**config.mk**
```make
export PLATFORM = sky130hd
export DESIGN_NAME = fetch_prefetch_unit
export DESIGN_NICKNAME = d
export VERILOG_FILES = /design/src/rtl/fetch_prefetch_unit.sv
export SDC_FILE = /design/constraint.sdc
export NUM_CORES = 1
export LEC_CHECK = 0
export ABC_AREA = 1
export CAP_MARGIN = 20
export CORE_ASPECT_RATIO = 0.5
export CORE_MARGIN = 1.5
export CORE_UTILIZATION = 60
export CTS_BUF_LIST = sky130_fd_sc_hd__clkbuf_4 sky130_fd_sc_hd__clkbuf_8
export DETAILED_ROUTE_END_ITERATION = 6
export PLACE_DENSITY = 0.95
export SETUP_SLACK_MARGIN = 0.3
export SLEW_MARGIN = 25
export SYNTH_ARGS = -nofsm -noshare
export SYNTH_HDL_FRONTEND = slang
export SYNTH_SLANG_ARGS = --single-unit
```
**constraint.sdc**
```tcl
create_clock -name clk_i -period 6.6 [get_ports clk_i]
set_clock_uncertainty 0.15 [all_clocks]
set_input_delay 0.66 -clock clk_i [delete_from_list [all_inputs] [get_ports clk_i]]
set_output_delay 0.66 -clock clk_i [all_outputs]
set_load 0.03 [all_outputs]
```
**src/rtl/fetch_prefetch_unit.sv**
```systemverilog
// -----------------------------------------------------------------------------
// fetch_prefetch_unit
//
// Instruction-fetch front end. It walks the PC sequentially and issues one word
// fetch at a time to a multi-cycle instruction memory. Returned words are queued
// with their PCs in a small FIFO and handed to the core over valid/ready.
// A redirect flushes the FIFO and restarts fetch at the new PC. A response that
// is still owed for the old PC is absorbed without being delivered.
//
// Ports:
//   clk_i          clock, rising edge
//   rst_i          synchronous reset, active low
//   mem_req_o      fetch request, held until mem_valid_i
//   mem_addr_o     word-aligned fetch address, stable while mem_req_o=1
//   mem_valid_i    response valid (looked at only while mem_req_o=1)
//   mem_rdata_i    instruction word for mem_addr_o
//   redirect_i     flush and restart fetch at redirect_pc_i
//   redirect_pc_i  new PC (low two bits ignored)
//   instr_valid_o  FIFO head valid
//   instr_o        head instruction
//   instr_pc_o     PC of the head instruction
//   instr_ready_i  core takes the head when instr_valid_o=1
//   count_o        number of occupied FIFO entries
// -----------------------------------------------------------------------------
module fetch_prefetch_unit #(
  parameter int          DEPTH    = 4,
  parameter logic [31:0] RESET_PC = 32'h0000_0000
) (
  input  logic                     clk_i,
  input  logic                     rst_i,
  output logic                     mem_req_o,
  output logic [31:0]              mem_addr_o,
  input  logic                     mem_valid_i,
  input  logic [31:0]              mem_rdata_i,
  input  logic                     redirect_i,
  input  logic [31:0]              redirect_pc_i,
  output logic                     instr_valid_o,
  output logic [31:0]              instr_o,
  output logic [31:0]              instr_pc_o,
  input  logic                     instr_ready_i,
  output logic [$clog2(DEPTH):0]   count_o
);

  localparam int PW = $clog2(DEPTH);
  localparam int CW = PW + 1;
  localparam logic [CW-1:0] DEPTH_C = CW'(DEPTH);
  localparam logic [CW-1:0] ONE_C   = CW'(1);

  // ST_DRAIN: a request for a flushed PC is still outstanding and its
  // response must be swallowed before fetching at fetch_pc.
  typedef enum logic [1:0] {
    ST_IDLE  = 2'd0,
    ST_REQ   = 2'd1,
    ST_DRAIN = 2'd2
  } state_e;

  state_e          state_q,    state_d;
  logic [31:0]     fetch_pc_q, fetch_pc_d;
  logic            mem_req_q,  mem_req_d;
  logic [31:0]     mem_addr_q, mem_addr_d;
  logic [PW-1:0]   wr_ptr_q,   wr_ptr_d;
  logic [PW-1:0]   rd_ptr_q,   rd_ptr_d;
  logic [CW-1:0]   count_q,    count_d;
  logic [31:0]     fifo_instr_q [DEPTH];
  logic [31:0]     fifo_instr_d [DEPTH];
  logic [31:0]     fifo_pc_q    [DEPTH];
  logic [31:0]     fifo_pc_d    [DEPTH];

  logic            pop_s;
  logic            push_s;
  logic            flush_s;
  logic [31:0]     redirect_pc_s;
  logic [CW-1:0]   count_after_pop_s;
  logic [CW-1:0]   count_after_push_pop_s;

  // Pop qualification and the occupancy the issue decision looks at
  always_comb begin
    pop_s                  = (count_q != {CW{1'b0}}) & instr_ready_i;
    count_after_pop_s      = count_q - (pop_s ? ONE_C : {CW{1'b0}});
    count_after_push_pop_s = count_after_pop_s + ONE_C;
    redirect_pc_s          = redirect_pc_i & 32'hFFFF_FFFC;
  end

  // Fetch sequencer: next state, request/address and push/flush decisions
  always_comb begin
    state_d    = state_q;
    fetch_pc_d = fetch_pc_q;
    mem_req_d  = mem_req_q;
    mem_addr_d = mem_addr_q;
    push_s     = 1'b0;
    flush_s    = 1'b0;

    if (redirect_i) begin
      flush_s    = 1'b1;
      fetch_pc_d = redirect_pc_s;
      case (state_q)
        ST_IDLE: begin
          state_d    = ST_REQ;
          mem_req_d  = 1'b1;
          mem_addr_d = redirect_pc_s;
        end
        ST_REQ, ST_DRAIN: begin
          if (mem_valid_i) begin
            // Old response arrives with the redirect: drop it and
            // re-issue straight away at the new PC.
            state_d    = ST_REQ;
            mem_req_d  = 1'b1;
            mem_addr_d = redirect_pc_s;
          end else begin
            // Keep the old request up until memory answers it.
            state_d    = ST_DRAIN;
            mem_req_d  = 1'b1;
            mem_addr_d = mem_addr_q;
          end
        end
        default: begin
          state_d   = ST_IDLE;
          mem_req_d = 1'b0;
        end
      endcase
    end else begin
      case (state_q)
        ST_IDLE: begin
          if (count_after_pop_s < DEPTH_C) begin
            state_d    = ST_REQ;
            mem_req_d  = 1'b1;
            mem_addr_d = fetch_pc_q;
          end else begin
            state_d   = ST_IDLE;
            mem_req_d = 1'b0;
          end
        end
        ST_REQ: begin
          if (mem_valid_i) begin
            push_s     = 1'b1;
            fetch_pc_d = fetch_pc_q + 32'd4;
            if (count_after_push_pop_s < DEPTH_C) begin
              state_d    = ST_REQ;
              mem_req_d  = 1'b1;
              mem_addr_d = fetch_pc_q + 32'd4;
            end else begin
              state_d    = ST_IDLE;
              mem_req_d  = 1'b0;
              mem_addr_d = mem_addr_q;
            end
          end else begin
            state_d    = ST_REQ;
            mem_req_d  = 1'b1;
            mem_addr_d = mem_addr_q;
          end
        end
        ST_DRAIN: begin
          if (mem_valid_i) begin
            // Stale word consumed; FIFO is empty so fetch resumes at once.
            state_d    = ST_REQ;
            mem_req_d  = 1'b1;
            mem_addr_d = fetch_pc_q;
          end else begin
            state_d    = ST_DRAIN;
            mem_req_d  = 1'b1;
            mem_addr_d = mem_addr_q;
          end
        end
        default: begin
          state_d   = ST_IDLE;
          mem_req_d = 1'b0;
        end
      endcase
    end
  end

  // FIFO pointers, occupancy and storage update
  always_comb begin
    for (int i = 0; i < DEPTH; i++) begin
      fifo_instr_d[i] = fifo_instr_q[i];
      fifo_pc_d[i]    = fifo_pc_q[i];
    end
    wr_ptr_d = wr_ptr_q;
    rd_ptr_d = rd_ptr_q;
    count_d  = count_q;

    if (flush_s) begin
      // The entry popped this cycle (if any) is still taken by the core.
      wr_ptr_d = {PW{1'b0}};
      rd_ptr_d = {PW{1'b0}};
      count_d  = {CW{1'b0}};
    end else begin
      if (push_s) begin
        fifo_instr_d[wr_ptr_q] = mem_rdata_i;
        fifo_pc_d[wr_ptr_q]    = mem_addr_q;
        wr_ptr_d               = wr_ptr_q + {{(PW-1){1'b0}}, 1'b1};
      end else begin
        wr_ptr_d = wr_ptr_q;
      end
      if (pop_s) begin
        rd_ptr_d = rd_ptr_q + {{(PW-1){1'b0}}, 1'b1};
      end else begin
        rd_ptr_d = rd_ptr_q;
      end
      count_d = count_after_pop_s + (push_s ? ONE_C : {CW{1'b0}});
    end
  end

  // State register with synchronous active-low reset
  always_ff @(posedge clk_i) begin
    if (!rst_i) begin
      state_q    <= ST_IDLE;
      fetch_pc_q <= RESET_PC;
      mem_req_q  <= 1'b0;
      mem_addr_q <= 32'h0000_0000;
      wr_ptr_q   <= {PW{1'b0}};
      rd_ptr_q   <= {PW{1'b0}};
      count_q    <= {CW{1'b0}};
      for (int i = 0; i < DEPTH; i++) begin
        fifo_instr_q[i] <= 32'h0000_0000;
        fifo_pc_q[i]    <= 32'h0000_0000;
      end
    end else begin
      state_q    <= state_d;
      fetch_pc_q <= fetch_pc_d;
      mem_req_q  <= mem_req_d;
      mem_addr_q <= mem_addr_d;
      wr_ptr_q   <= wr_ptr_d;
      rd_ptr_q   <= rd_ptr_d;
      count_q    <= count_d;
      for (int i = 0; i < DEPTH; i++) begin
        fifo_instr_q[i] <= fifo_instr_d[i];
        fifo_pc_q[i]    <= fifo_pc_d[i];
      end
    end
  end

  // All outputs come straight from flops, so mem_* never reaches instr_*
  // combinationally.
  assign mem_req_o     = mem_req_q;
  assign mem_addr_o    = mem_addr_q;
  assign instr_valid_o = (count_q != {CW{1'b0}});
  assign instr_o       = fifo_instr_q[rd_ptr_q];
  assign instr_pc_o    = fifo_pc_q[rd_ptr_q];
  assign count_o       = count_q;

endmodule

```
==> metrics.txt <==
Residual DRC 0; max_slew headroom 30.3%; Simple-Gate Fraction of Synth Area 28.3%; final core occ 72.3%; initial antenna violation count 0; fin crit period 4.83 ns; Starting Density 62.0%; total track usage 34.8%; Req. time, crit path 5.79 ns; site row count 40; Fin Hold WS 0.307 ns; Area Overhead vs Synth 16.5%; fin. max-slew vios 0; DIE AREA 0.0262 mm2; port bufs 163; Core Footprint 0.0243 mm2; DR WL/cell 17.4 um; R2R Path Start state_q[1]; Post-Syn Area per Cell 6.74 um2; Mapped Cells 2239; Synth Area in XOR/XNOR 0.406%; Root Driver clkbuf_8; cts bufs inserted 45; Vias 16100; clock net sink count 320; Hold Path Depth 2; Total Wirelength 46300 um; compound-cell area share of the yosys netlist 19.6%; worst r2r dst fifo_instr_q[1][30]; # fillers 1869; Synth warnings 0; dpl hpwl 26300 um; Pwr Total 4.35 mW; drt via density 6.06; gr ovfl total 0; fmax 0.207 GHz; RSZ-0062 raised after global routing false; synthesized cell area 0.0151 mm2; clk slew on worst S/H paths 0.07 ns; Routed Antenna Nets 0; Die W 227 um; first-pass detailed-route iteration total 6; # diodes 0; Worst path slowest cell clkinv_2; share of synthesized registers carrying an async set or reset 0%; IO Count 170; CP Capture Type output pin; crit path DAT 4.02 ns; worst-path maximum fanout 69; Clock Latency Late Sink 0.57 ns; fraction of the cycle the final worst path needs 73.2%; CTS tree yes; layout cells sized above 1 5.26%; final hold vios 0; count of final setup violators 0; Layout Nets 2372; CP top delay family buffers and inverters; worst-case reg-to-reg path depth 10; leakage 6.37 nW; global-route wire length before repair 73500 um; initial drt markers 2517; pin count of the biggest net entering global routing 220; Seq cells post-synth 320; CP Buf/Inv Count 3; largest family of logic cells by synthesized area simple AND/OR/NAND/NOR gates; Setup Buffers After CTS 0; gp weighted congestion 0.957; Hold Crit Start fifo_instr_q[1][21]; hold_buf cts 0; clock buffer depth 3; DIE HEIGHT 115 um; VDD IR-drop max 0.000146 V; PwrDens 248 mW/mm2; H-Tree Depth 2; slowest cell delay on critical path 0.94 ns; cells along the critical path clkinv_2 > buf_4 > o21ai_0 > o22ai_1 > clkdlybuf4s50_1; register area share after synthesis 42.4%; status finished, final reports clean; CP Launch Type flip-flop; number of synthesized flops with an enable pin 0; adder and majority cell fraction of the synthesized area 1.16%; vias in the first global route 14700; most common flop cell mapped by yosys dfxtp_1; worst-margin pin slew 1.05 ns; Hold Path Sink fifo_instr_q[1][21]; CTS resizes 0; CP Class flip-flop to output pin; multiplexer area fraction after synthesis 0%; Unique masters post-synth 33; Max-Cap Viols 0; final setup TNS 0 ns; reg2reg setup slack 2.96 ns; Hold/Removal Path Class flip-flop to flip-flop
worst min-delay path: stages, from the launching register on:
cell and delay, ns:
dfxtp_1 0.30, nand2_1 0.06, a21oi_1 0.05
synthesized netlist by cell type, types with 2 or more instances:
master	number	share of area, %
nand4_1	4	0.17
clkbuf_1	139	3.5
nand3_1	292	9.7
a31oi_1	11	0.46
o21a_1	3	0.15
inv_1	117	2.9
nor2_2	2	0.083
o21ai_0	161	5.3
nand2_1	502	12
buf_2	37	1.2
xor2_1	6	0.35
ha_1	14	1.2
nor2_1	217	5.4
or2_2	3	0.12
buf_6	2	0.15
buf_4	5	0.25
o211ai_1	4	0.20
dfxtp_1	320	42
a21oi_1	324	11
inv_2	2	0.050
o22ai_1	62	2.6
cells in the final DEF, fill, tap and decap left out, drive strengths merged, types with 6 or more instances in the layout:
master,n
a21oi,324
a31oi,11
buf,22
clkbuf,71
clkdlybuf4s50,162
dfxtp,320
ha,14
inv,118
nand2,503
nand3,293
nor2,220
o21ai,161
o22ai,62
xor2,6
power breakdown:
group	internal [mW]	switching (mW)	total [mW]
clock network	0.912	0.770	1.68
registers	1.98	0.0903	2.08
logic	0.208	0.391	0.598
layer usage:
metal | GRT usage [%] | up-vias | wire, um
met3 | 6.13 | 173 | 5180
met2 | 56.4 | 1035 | 21000
met1 | 45.6 | 7350 | 18300
met5 | 0 | - | 0
met4 | 15.9 | 0 | 1760
li1 | - | 7533 | -
worst max-delay path by stage:
stage | to | slack (ns) | depth (start not counted)
floorplan | mem_addr_o[17] | 3.99 | 15
global placement | instr_pc_o[20] | 2.56 | 5
detailed placement | instr_pc_o[24] | 2.50 | 5
CTS | instr_pc_o[24] | 1.87 | 5
global route | instr_o[7] | 1.59 | 5
finish | instr_pc_o[24] | 1.77 | 5
logic make-up (layout without fill, tap and decap cells):
family | after synthesis | in the layout
flops | 320 | 320
fa+ha+maj | 14 | 14
simple gates | 1026 | 1026
compound gates | 568 | 568
other cells | 1 | 4
xor+xnor | 7 | 7
buf+inv | 303 | 381
per-stage QoR:
stage	worst slack [ns]	std cells	cell area [um2]
2_1_floorplan	3.99	2242	15100
3_3_place_gp	2.56	2577	16600
3_5_place_dp	2.50	2577	16600
4_1_cts	1.87	2655	17600
5_1_grt	1.59	2656	17600
6_report	1.77	2656	17600
registers in the layout, summed over array words and instances (netlist names), named ones only:
signal / count
mem_req_o: 1
fifo_instr_q: 128
fifo_pc_q: 120
wr_ptr_q: 2
fetch_pc_q: 30
rd_ptr_q: 2
state_q: 2
count_o: 3
mem_addr_o: 30
area by class of cell:
type | instances | area, um2 | share of cell area, %
Sequential cell | 320 | 6410 | 36.5
Timing Repair Buffer | 184 | 1820 | 10.3
Inverter | 119 | 455 | 2.59
Tap cell | 336 | 420 | 2.39
Multi-Input combinational cell | 1619 | 7500 | 42.7
Clock buffer | 71 | 908 | 5.17
Clock inverter | 7 | 67.6 | 0.384
(Power assumes the default switching activity.)
